**config.mk**
```make
export PLATFORM = sky130hd
export DESIGN_NAME = clk_gate_sequencer
export DESIGN_NICKNAME = d
export VERILOG_FILES = /design/src/rtl/clk_gate_sequencer.sv
export SDC_FILE = /design/constraint.sdc
export NUM_CORES = 1
export LEC_CHECK = 0
export CORE_MARGIN = 2
export CORE_UTILIZATION = 52
export DETAILED_ROUTE_END_ITERATION = 16
export PLACE_DENSITY = 0.75
export SYNTH_ARGS = -nofsm -noshare
export SYNTH_HDL_FRONTEND = slang
export SYNTH_SLANG_ARGS = --single-unit
export TNS_END_PERCENT = 5
```
**constraint.sdc**
```tcl
create_clock -name clk -period 2.9 [get_ports clk]
set_input_delay 0.435 -clock clk [delete_from_list [all_inputs] [get_ports clk]]
set_output_delay 0.435 -clock clk [all_outputs]
set_load 0.03 [all_outputs]
```
**src/rtl/clk_gate_sequencer.sv**
```systemverilog
// Drives the CE pin of a global clock buffer: debounces key_en, then sequences
// OFF -> ON -> DRAIN (stop handshake) -> HOLD_OFF with dwell and timeout limits.
module clk_gate_sequencer #(
    parameter int DB_CYCLES   = 16,
    parameter int MIN_ON      = 32,
    parameter int MIN_OFF     = 16,
    parameter int ACK_TIMEOUT = 64
) (
    input  logic       clk,
    input  logic       rst_n,
    input  logic       key_en,
    input  logic       stop_ack,
    output logic       ce,
    output logic       stop_req,
    output logic       en_filtered,
    output logic [1:0] state_o,
    output logic       timeout_o
);
    localparam int DBW = $clog2(DB_CYCLES + 1);
    localparam int ONW = $clog2(MIN_ON + 1);
    localparam int OFW = $clog2(MIN_OFF + 1);
    localparam int TOW = $clog2(ACK_TIMEOUT + 1);

    localparam logic [DBW-1:0] DB_LAST  = DBW'(DB_CYCLES - 1);
    localparam logic [ONW-1:0] ON_LAST  = ONW'(MIN_ON - 1);
    localparam logic [ONW-1:0] ON_SAT   = ONW'(MIN_ON);
    localparam logic [OFW-1:0] OFF_LAST = OFW'(MIN_OFF - 1);
    localparam logic [TOW-1:0] TO_LAST  = TOW'(ACK_TIMEOUT - 1);

    typedef enum logic [1:0] {
        ST_OFF   = 2'd0,
        ST_ON    = 2'd1,
        ST_DRAIN = 2'd2,
        ST_HOLD  = 2'd3
    } state_t;

    logic           sync1_reg, sync2_reg;
    logic [DBW-1:0] db_cnt_reg;
    state_t         state_reg, state_next;
    logic [ONW-1:0] dwell_reg, dwell_next;
    logic [TOW-1:0] wait_reg, wait_next;
    logic [OFW-1:0] hold_reg, hold_next;
    logic           ce_next, stop_req_next, timeout_next;

    assign state_o = state_reg;

    always_ff @(posedge clk or negedge rst_n) begin
        if (!rst_n) begin
            sync1_reg   <= 1'b0;
            sync2_reg   <= 1'b0;
            db_cnt_reg  <= '0;
            en_filtered <= 1'b0;
            state_reg   <= ST_OFF;
            dwell_reg   <= '0;
            wait_reg    <= '0;
            hold_reg    <= '0;
            ce          <= 1'b0;
            stop_req    <= 1'b0;
            timeout_o   <= 1'b0;
        end else begin
            sync1_reg <= key_en;
            sync2_reg <= sync1_reg;
            // Any agreeing sample restarts the stability run.
            if (sync2_reg == en_filtered) begin
                db_cnt_reg <= '0;
            end else if (db_cnt_reg == DB_LAST) begin
                en_filtered <= ~en_filtered;
                db_cnt_reg  <= '0;
            end else begin
                db_cnt_reg <= db_cnt_reg + DBW'(1);
            end
            state_reg <= state_next;
            dwell_reg <= dwell_next;
            wait_reg  <= wait_next;
            hold_reg  <= hold_next;
            ce        <= ce_next;
            stop_req  <= stop_req_next;
            timeout_o <= timeout_next;
        end
    end

    always_comb begin
        state_next   = state_reg;
        dwell_next   = dwell_reg;
        wait_next    = wait_reg;
        hold_next    = hold_reg;
        timeout_next = 1'b0;
        case (state_reg)
            ST_OFF: begin
                if (en_filtered) begin
                    state_next = ST_ON;
                    dwell_next = '0;
                end
            end
            ST_ON: begin
                // dwell holds completed ON cycles minus one at the deciding edge
                if (!en_filtered && dwell_reg >= ON_LAST) begin
                    state_next = ST_DRAIN;
                    wait_next  = '0;
                end else if (dwell_reg != ON_SAT) begin
                    dwell_next = dwell_reg + ONW'(1);
                end
            end
            ST_DRAIN: begin
                if (stop_ack) begin
                    state_next = ST_HOLD;
                    hold_next  = '0;
                end else if (en_filtered) begin
                    state_next = ST_ON;
                    dwell_next = '0;
                end else if (wait_reg == TO_LAST) begin
                    state_next   = ST_HOLD;
                    hold_next    = '0;
                    timeout_next = 1'b1;
                end else begin
                    wait_next = wait_reg + TOW'(1);
                end
            end
            ST_HOLD: begin
                if (hold_reg == OFF_LAST) begin
                    state_next = ST_OFF;
                end else begin
                    hold_next = hold_reg + OFW'(1);
                end
            end
            default: state_next = ST_OFF;
        endcase
        ce_next       = (state_next == ST_ON) || (state_next == ST_DRAIN);
        stop_req_next = (state_next == ST_DRAIN);
    end
endmodule

```
==> results.json, run 1 <==
{
  "global_route_wire_length_before_repair_mm": 5.23,
  "rrSetupSlack_ns": 0.79,
  "critical_path_fanout_max": 15,
  "final_antenna_net_count": 0,
  "clock_sink_count": 31,
  "vias": 1185,
  "postSynthNetCount": 161,
  "critical-path-max-stage-delay_ns": 0.76,
  "worstMarginPinSlew_ns": 0.563,
  "r2r-end": "ce$_DFF_PN0_",
  "layout.filler_cells": 239,
  "timing_hold_violations_final": 0,
  "area_growth_pct": 11.7,
  "synth_flop_cell": "sky130_fd_sc_hd__dfrtp_1",
  "violations_in_the_final_reports": "design-rule violations",
  "drc_errors": 1,
  "slew_headroom": 0.625,
  "cp-start-kind": "register",
  "setup_viol": 0,
  "hold-worst-slack_ns": 0.372,
  "cellPowerDensity_nw_per_um2": 847,
  "grt_start_max_net_pins": 32,
  "holdCritPathClass": "register to register",
  "grt.met3_usage": 0.0637,
  "synth_common_cells": "sky130_fd_sc_hd__dfrtp_1 (31), sky130_fd_sc_hd__a21oi_1 (10), sky130_fd_sc_hd__o21ai_0 (10)",
  "post_cts_resized": 0,
  "ctsRootBufferMaster": "sky130_fd_sc_hd__clkbuf_4",
  "grt_antenna_before_repair": 0,
  "largest_reg_flops": 7,
  "drt-wirelength-per-cell_microns": 14.9,
  "worst_r2r_startpoint": "state_o[0]$_DFF_PN0_",
  "ioPinCount": 10,
  "overall_die_area_sq_um": 3430,
  "vdd_ir_drop_max_uv": 467,
  "instances_no_fill": 197,
  "count_of_inserted_antenna_diode_cells": 0,
  "synth_async_sr_flop_share": 1.00,
  "share_of_the_cycle_needed_by_the_critical_path_after_routing": 0.737,
  "path_depth": 1,
  "hold_bufs_at_cts": 0,
  "die_h_microns": 58.6,
  "grt_overflow_total": 0,
  "grt.busiest_layer": "met2",
  "htree_num_levels": 2,
  "dpl.cell_count": 189,
  "yosysMostFrequentCell": "sky130_fd_sc_hd__dfrtp_1",
  "critical_path_class": "register to output port",
  "fp.coreArea_sq_um": 2810,
  "synth_cells": 150,
  "synth.top_cell.area_share": 0.500,
  "ys_types": 43,
  "ctsLongestPathBuffers": 2,
  "grt_use_met2": 0.318,
  "tns_ns": 0,
  "endpoint_required_time_on_the_critical_path_ns": 2.47,
  "power_leakage_nw": 0.791,
  "grt_setup_unrepaired": "false",
  "drive_above_1_share": 0.0783,
  "power.total_mw": 1.47,
  "port-buffer-count": 9,
  "synthTopCellsByArea": "sky130_fd_sc_hd__dfrtp_1 (50%), sky130_fd_sc_hd__ha_1 (5.6%), sky130_fd_sc_hd__a21oi_1 (3.2%), sky130_fd_sc_hd__o21ai_0 (3.2%), sky130_fd_sc_hd__nand3_1 (2.3%)",
  "setup.worst_path.end_class": "output port",
  "cts_made_buffers": 5,
  "globalRouteTotalUtil": 0.206,
  "ys_seq_elements": 31,
  "post_dp_hpwl_mm": 2.12,
  "drv_cap": 0,
  "run_status": "finished, violations left",
  "insertion_delay_ns": 0.34,
  "timing_max_transition_violations_final": 0,
  "timing.clock.skew_ns": 0.0130,
  "seq_area_frac_synth": 0.500,
  "reg2reg_depth": 6,
  "critical_path_arrival_ns": 1.70,
  "period_minus_slack_ns": 2.14,
  "post_cts_buffers": 0,
  "floorplan.rows": 19,
  "achievable-frequency_mhz": 468,
  "vias_per_cell": 6.02,
  "first_global_vias": 1159,
  "routed_wirelength_mm": 2.93,
  "drt_first_pass_iters": 10,
  "path_delay_family": "buffers and inverters",
  "cp-endpoint": "state_o[0]",
  "initialDrtViolationCount": 32,
  "initial_utilization": 0.553,
  "critical_path.startpoint": "state_o[0]$_DFF_PN0_",
  "post_synth_design_cell_area_sq_um": 1550,
  "critical_path.cell_chain": "clkdlybuf4s50_1",
  "finalNetCount": 176,
  "clk_pin_slew_worst_paths_ns": 0.10,
  "synth_top_cell_by_area": "sky130_fd_sc_hd__dfrtp_1",
  "gp_routability_congestion": 0.756,
  "die_x_microns": 58.6,
  "cts_tree": "built",
  "combined_buffer_and_inverter_count_along_the_critical_path": 1,
  "critPathSlowestCell": "sky130_fd_sc_hd__clkdlybuf4s50_1",
  "grtUsageMet1": 0.267,
  "syn_avg_cell_area_sq_um": 10.3,
  "synth_enable_flop_cells": 0,
  "synth.yosys.warnings": 0
}
[cells in the final DEF (no fill, tap or decap), types with 2 or more instances in the layout]
master and count:
sky130_fd_sc_hd__a21oi_1 10, sky130_fd_sc_hd__a22o_1 3, sky130_fd_sc_hd__a21o_1 3, sky130_fd_sc_hd__nor3_1 5, sky130_fd_sc_hd__a311o_1 2, sky130_fd_sc_hd__clkdlybuf4s50_1 9
sky130_fd_sc_hd__and2_1 2, sky130_fd_sc_hd__and3_1 4, sky130_fd_sc_hd__ha_1 7, sky130_fd_sc_hd__or3_1 3, sky130_fd_sc_hd__clkbuf_4 5, sky130_fd_sc_hd__and4_1 2
sky130_fd_sc_hd__nand3_1 7, sky130_fd_sc_hd__buf_4 2, sky130_fd_sc_hd__nand2_1 9, sky130_fd_sc_hd__nor2_1 8, sky130_fd_sc_hd__a41oi_1 2, sky130_fd_sc_hd__o21ai_0 10
sky130_fd_sc_hd__inv_1 8, sky130_fd_sc_hd__dfrtp_1 31, sky130_fd_sc_hd__nor2b_1 3, sky130_fd_sc_hd__nand2b_1 3, sky130_fd_sc_hd__clkbuf_1 2, sky130_fd_sc_hd__xor2_1 3
sky130_fd_sc_hd__a31oi_1 2
[cell type report]
type                    instances  area, sq um  area share
well taps                      31         38.8      0.0224
repair buffers                 11          105      0.0607
multi-input cells             108          732       0.423
clock inverters                 1         5.00     0.00289
flip-flops and latches         31          776       0.448
clock buffers                   7         45.0      0.0260
inverters                       8         30.0      0.0173
[per-layer routing]
layer / share of wire / up-vias / routed length (microns)
met2: 0.47 / 19 / 1380
li1: - / 579 / -
met5: 0 / - / 0
met4: 0.017 / 0 / 49
met1: 0.47 / 581 / 1380
met3: 0.046 / 6 / 134
[worst min-delay path by stage]
stage | startpoint | end | slack (ns) | depth (start not counted)
final | sync1_reg$_DFF_PN0_ | sync2_reg$_DFF_PN0_ | 0.37 | 0
after global routing | sync1_reg$_DFF_PN0_ | sync2_reg$_DFF_PN0_ | 0.38 | 0
after CTS | sync1_reg$_DFF_PN0_ | sync2_reg$_DFF_PN0_ | 0.38 | 0
after detailed placement | sync1_reg$_DFF_PN0_ | sync2_reg$_DFF_PN0_ | 0.36 | 0
after global placement | sync1_reg$_DFF_PN0_ | sync2_reg$_DFF_PN0_ | 0.33 | 0
after floorplan | rst_n | ce$_DFF_PN0_ | 0.14 | 0
[power breakdown]
part	internal [mW]	total [mW]	leakage [nW]	switching [mW]
registers	0.550	0.689	0.401	0.139
logic	0.244	0.538	0.362	0.293
clock network	0.0943	0.239	0.0293	0.145
total	0.888	1.47	0.791	0.578
[metrics by stage]
step | util | area, sq um | worst slack, ns
6_report | 0.617 | 1730 | 0.762
5_1_grt | 0.617 | 1730 | 0.640
4_1_cts | 0.617 | 1730 | 0.729
3_5_place_dp | 0.599 | 1680 | 0.494
3_3_place_gp | 0.599 | 1680 | 0.579
2_1_floorplan | - | 1550 | 0.958
[cells by family after synthesis]
kind of cell	count (synthesis)	synth area share
AO/OA/AOI/OAI	43	0.195
XOR/XNOR	4	0.0226
adder cells (fa/ha/maj)	7	0.0565
buffers and inverters	11	0.0274
flip-flops	31	0.500
multiplexers	1	0.00726
AND/OR/NAND/NOR	53	0.190
Power figures use the tool's default switching activity.
==> run 2, diff against run 1 <==
PLACE_DENSITY = 0.78   (was 0.75)
clock period = 1.8 ns   (was 2.9 ns; I/O delays follow)
==> run 2 against run 1 <==
The flow still finishes with violations (design-rule violations); combinational power is 120% higher; clock skew is 0.0015 ns lower; cell count is 6.1% higher; global-route usage is 0.90 points higher; sequential power is 52% higher; total power is 89% higher; hold slack worse by 0.068 ns; die area stayed put; largest cell class is now multi-input gates.
==> results.json, run 2 (synthesized netlist as in run 1, its figures left out) <==
{
  "initialDrtViolationCount": 76,
  "first_global_vias": 1236,
  "intPower_mw": 1.75,
  "finalNetCount": 188,
  "worstMarginPinSlew_ns": 0.638,
  "floorplan.rows": 19,
  "grt_overflow_total": 0,
  "drt_first_pass_iters": 10,
  "cp-start-kind": "register",
  "endpoint_required_time_on_the_critical_path_ns": 2.08,
  "achievable-frequency_mhz": 570,
  "layout.cells.most_common_list": "sky130_fd_sc_hd__dfrtp_1 (28), sky130_fd_sc_hd__buf_4 (12), sky130_fd_sc_hd__nand2_1 (9), sky130_fd_sc_hd__o21ai_0 (9), sky130_fd_sc_hd__inv_1 (8)",
  "critical_path_fanout_max": 4,
  "violations_in_the_final_reports": "design-rule violations",
  "globalRouteTotalUtil": 0.215,
  "comb_power_share": 0.417,
  "area_growth_pct": 24.6,
  "power.net_switching_mw": 1.02,
  "die_h_microns": 58.6,
  "ioPinCount": 10,
  "switching_share": 0.369,
  "grt_setup_unrepaired": "true",
  "run_status": "finished, violations left",
  "critical-path-max-stage-delay_ns": 0.56,
  "cts_made_buffers": 5,
  "timing_max_transition_violations_final": 0,
  "clock_sink_count": 31,
  "vdd_ir_drop_max_uv": 919,
  "count_of_inserted_antenna_diode_cells": 0,
  "post_dp_hpwl_mm": 2.30,
  "drt-wirelength-per-cell_microns": 15.7,
  "gp_routability_congestion": 0.822,
  "combined_buffer_and_inverter_count_along_the_critical_path": 1,
  "drive_above_1_share": 0.247,
  "share_of_the_cycle_needed_by_the_critical_path_after_routing": 0.974,
  "seq_power_share": 0.378,
  "routed_wirelength_mm": 3.29,
  "timing.clock.skew_ns": 0.0115,
  "clkPwrFrac": 0.205,
  "critPathSlowestCell": "sky130_fd_sc_hd__or4b_4",
  "final_common_cell": "sky130_fd_sc_hd__dfrtp_1",
  "ctsLongestPathBuffers": 2,
  "path_delay_family": "simple AND/OR/NAND/NOR gates",
  "htree_num_levels": 2,
  "port-buffer-count": 9,
  "final_antenna_net_count": 0,
  "hold_bufs_at_cts": 0,
  "cts_tree": "built",
  "vias": 1259,
  "grt_antenna_before_repair": 0,
  "initial_utilization": 0.553,
  "post_dp_cell_area_sq_um": 1780,
  "slew_headroom": 0.572,
  "fp.coreArea_sq_um": 2810,
  "post-route-cell-area_sq_um": 1930,
  "most_frequent_cell_on_the_critical_path": "sky130_fd_sc_hd__a21oi_2",
  "power_leakage_nw": 0.879,
  "ctsRootBufferMaster": "sky130_fd_sc_hd__clkbuf_4",
  "holdCritPathClass": "primary input to async pin",
  "hold-worst-slack_ns": 0.304,
  "die_x_microns": 58.6,
  "worst_r2r_startpoint": "state_o[0]$_DFF_PN0_",
  "critical_path_arrival_ns": 2.03,
  "vias_per_cell": 6.02,
  "post_cts_buffers": 0,
  "critical_path_class": "register to register",
  "grt_start_max_net_pins": 32,
  "period_minus_slack_ns": 1.75,
  "critical_path.cell_chain": "or4b_4 -> a31oi_4 -> a21oi_2 -> a21oi_2 -> ha_1 -> inv_1",
  "cellPowerDensity_nw_per_um2": 1440,
  "drc_errors": 1,
  "clk_pin_slew_worst_paths_ns": 0.10,
  "drv_cap": 0,
  "global_route_wire_length_before_repair_mm": 5.50,
  "setup_viol": 0,
  "insertion_delay_ns": 0.34,
  "largest_reg_flops": 7,
  "overall_die_area_sq_um": 3430,
  "setup.worst_path.end_class": "register",
  "timing_hold_violations_final": 0,
  "critical_path.startpoint": "state_o[0]$_DFF_PN0_"
}
[run 2: routing by layer]
layer  GRT usage  share of wire  up-vias
met5           0              0        -
met4      0.0909          0.026        0
met3      0.0615          0.038       10
met2       0.350           0.48       25
met1       0.269           0.45      620
li1            -              -      604
[run 2: final timing paths]
path | to | slack, ns | cells after the start
max | ce$_DFF_PN0_ | 0.05 | 6
min | dwell_reg[5]$_DFFE_PN0P_ | 0.30 | 2
max reg2reg | ce$_DFF_PN0_ | 0.05 | 6
min reg2reg | sync2_reg$_DFF_PN0_ | 0.36 | 0
max in group asynchronous | state_o[0]$_DFF_PN0_ | 1.17 | 2
min in group clk | sync2_reg$_DFF_PN0_ | 0.36 | 0
[run 2: repair_timing]
action                                  4_1_cts  5_1_grt
endpoints found under the setup margin        9       10
resized for setup                             5       17
pin swaps                                     0        3
[run 2: area by class of cell]
type,instances,area (sq um)
clock inverters,2,35.0
repair buffers,23,199
well taps,31,38.8
multi-input cells,108,798
fillers,209,873
clock buffers,6,51.3
inverters,8,30.0
flip-flops and latches,31,779
[run 2: power by group through the flow]
stage	clock (mW)	combinational [mW]	sequential, mW
floorplan	0	0.590	1.12
global placement	0	1.03	1.03
detailed placement	0	1.08	1.05
CTS	0.573	1.09	1.04
global route	0.604	1.30	1.07
finish	0.569	1.16	1.05
[run 2: metrics by stage]
stage	TNS [ns]	setup WS, ns	utilization	total power, mW	std cells
floorplan	-0.0379	-0.0293	-	1.71	150
global placement	-1.34	-0.184	0.634	2.06	201
detailed placement	-1.65	-0.209	0.634	2.13	201
CTS	0	0.00904	0.667	2.70	209
global route	-0.0605	-0.0524	0.689	2.97	209
finish	0	0.0460	0.689	2.77	209
==> run 3, diff against run 2 <==
CORE_UTILIZATION = 34   (was 52)
PLACE_DENSITY = 0.57   (was 0.78)
RECOVER_POWER = 50   (was default)
==> run 3 against run 2 <==
The run now ends clean; sequential cell count stayed put; wire length is 2.8% lower; via count is 3.7% lower; worst setup slack better by 0.032 ns; combinational power hardly changed; die area is 49% higher; total power is 1.7% lower; global-route usage is 7.5 points lower; sequential share of layout area is 0.67 points lower; register-to-register slack better by 0.03 ns; clock power is 7.7% lower; critical path type unchanged; largest cell class is now flip-flops and latches; largest power group unchanged.
==> results.json, run 3 (synthesized netlist as in run 1, its figures left out) <==
{
  "layout.cells.most_common_list": "sky130_fd_sc_hd__dfrtp_1 (28), sky130_fd_sc_hd__buf_4 (17), sky130_fd_sc_hd__a21oi_1 (9), sky130_fd_sc_hd__nand2_1 (9), sky130_fd_sc_hd__o21ai_0 (9)",
  "critPathSlowestCell": "sky130_fd_sc_hd__dfrtp_1",
  "layout.filler_cells": 414,
  "comb_power_share": 0.423,
  "overall_die_area_sq_um": 5120,
  "hold_bufs_at_cts": 0,
  "final_core_utilization": 0.448,
  "power.net_switching_mw": 1.01,
  "reg2reg_depth": 6,
  "cts_tree": "built",
  "fp.coreArea_sq_um": 4380,
  "post_dp_hpwl_mm": 2.23,
  "critical_path.cell_chain": "ha_1 -> and4_4 -> a31oi_4 -> buf_4 -> and4b_1 -> a221o_1",
  "timing.clock.skew_ns": 0.0141,
  "critical_path_fanout_max": 6,
  "cellPowerDensity_nw_per_um2": 1390,
  "share_of_the_cycle_needed_by_the_critical_path_after_routing": 0.957,
  "endpoint_required_time_on_the_critical_path_ns": 1.96,
  "global_route_wire_length_before_repair_mm": 5.58,
  "vdd_ir_drop_max_uv": 419,
  "setup_viol": 0,
  "initial_utilization": 0.354,
  "grt_overflow_total": 0,
  "critical_path_class": "register to register",
  "worstMarginPinSlew_ns": 0.777,
  "count_of_inserted_antenna_diode_cells": 0,
  "hp-start": "sync1_reg$_DFF_PN0_",
  "r2r-end": "wait_reg[2]$_DFFE_PN0P_",
  "worst_r2r_startpoint": "wait_reg[0]$_DFFE_PN0P_",
  "htree_num_levels": 2,
  "globalRouteTotalUtil": 0.140,
  "clock_sink_count": 31,
  "drv_cap": 0,
  "largest_reg_flops": 7,
  "post-route-cell-area_sq_um": 1960,
  "drc_errors": 0,
  "critical_path_arrival_ns": 1.88,
  "power_leakage_nw": 0.920,
  "timing_max_transition_violations_final": 0,
  "first_global_vias": 1186,
  "timing.hold.worst_path_depth": 0,
  "die_h_microns": 71.5,
  "grt_antenna_before_repair": 0,
  "ctsLongestPathBuffers": 2,
  "die_x_microns": 71.5,
  "vias_per_cell": 5.18,
  "gp_routability_congestion": 0.806,
  "routed_wirelength_mm": 3.19,
  "period_minus_slack_ns": 1.72,
  "drt_first_pass_iters": 4,
  "setup.worst_path.end_class": "register",
  "port-buffer-count": 9,
  "seq_power_share": 0.385,
  "holdCritPathClass": "register to register",
  "holdPathEnd": "sync2_reg$_DFF_PN0_",
  "rrSetupSlack_ns": 0.08,
  "drt-wirelength-per-cell_microns": 13.6,
  "clk_pin_slew_worst_paths_ns": 0.06,
  "grt_setup_unrepaired": "false",
  "area_growth_pct": 26.7,
  "tns_ns": 0,
  "ctsRootBufferMaster": "sky130_fd_sc_hd__clkbuf_8",
  "ioPinCount": 10,
  "intPower_mw": 1.72,
  "drive_above_1_share": 0.225,
  "timing_hold_violations_final": 0,
  "insertion_delay_ns": 0.28,
  "initialDrtViolationCount": 89,
  "post_dp_cell_area_sq_um": 1840,
  "power.total_mw": 2.73,
  "finalNetCount": 192,
  "cts_made_buffers": 5,
  "cp-start-kind": "register",
  "vias": 1212,
  "grt_start_max_net_pins": 32,
  "clkPwrFrac": 0.192,
  "post_cts_buffers": 0,
  "floorplan.rows": 24,
  "pre_cts_slack_ns": -0.202,
  "slew_headroom": 0.482,
  "final_common_cell": "sky130_fd_sc_hd__dfrtp_1",
  "run_status": "completed",
  "achievable-frequency_mhz": 581,
  "switching_share": 0.370,
  "final_antenna_net_count": 0,
  "final_critical_path_setup_slack_ns": 0.0781,
  "critical-path-max-stage-delay_ns": 0.38
}
==> run 3: repair_timing <==
action / 4_1_cts / 5_1_grt
hold endpoints to repair: 0 / 0
gates resized for setup: 1 / 14
setup endpoints to repair: 1 / 13
pin swaps: 0 / 2
cloned: 0 / 0
==> run 3: worst max path at each step <==
stage / startpoint / to / cells past startpoint
final: wait_reg[0]$_DFFE_PN0P_ / wait_reg[2]$_DFFE_PN0P_ / 6
after detailed placement: stop_ack / wait_reg[2]$_DFFE_PN0P_ / 6
after global placement: stop_ack / ce$_DFF_PN0_ / 7
after CTS: hold_reg[0]$_DFFE_PN0P_ / hold_reg[3]$_DFFE_PN0P_ / 6
after floorplan: state_o[0]$_DFF_PN0_ / ce$_DFF_PN0_ / 6
after global routing: dwell_reg[0]$_DFFE_PN0P_ / dwell_reg[2]$_DFFE_PN0P_ / 7
==> run 3: through the flow <==
| stage | hold slack, ns | std cells |
|---|---|---|
| CTS | 0.353 | 234 |
| global placement | 0.337 | 226 |
| global route | 0.355 | 234 |
| detailed placement | 0.340 | 226 |
| finish | 0.352 | 234 |
| floorplan | -0.0256 | 150 |
==> run 3: power by group through the flow <==
stage | Clock (mW) | Sequential [mW] | Combinational [mW]
6_report | 0.525 | 1.05 | 1.15
5_1_grt | 0.573 | 1.08 | 1.29
4_1_cts | 0.541 | 1.04 | 1.13
3_5_place_dp | 0 | 1.05 | 1.12
3_3_place_gp | 0 | 1.04 | 1.09
2_1_floorplan | 0 | 1.12 | 0.590
==> run 3: area by class of cell <==
| class | count | area (sq um) | share of cell area |
|---|---|---|---|
| Multi-Input combinational cell | 108 | 779 | 0.397 |
| Timing Repair Buffer | 27 | 230 | 0.117 |
| Clock buffer | 8 | 80.1 | 0.0408 |
| Tap cell | 52 | 65.1 | 0.0331 |
| Sequential cell | 31 | 779 | 0.397 |
| Inverter | 8 | 30.0 | 0.0153 |
==> run 3: worst max-delay path: cells and delay by family, from the launching register on <==
kind / cells / cell delay, ns
DFF: 1 / 0.38
adders and majority gates: 1 / 0.22
buffers and inverters: 1 / 0.18
AOI/OAI and AO/OA: 2 / 0.38
and+or+nand+nor: 2 / 0.44
==> run 3: routing by layer <==
layer	GRT usage	part of all wire	vias to the layer above
met5	0	0	-
met4	0.0566	0.015	0
met3	0.0436	0.044	5
met2	0.216	0.45	22
met1	0.182	0.49	572
li1	-	-	613
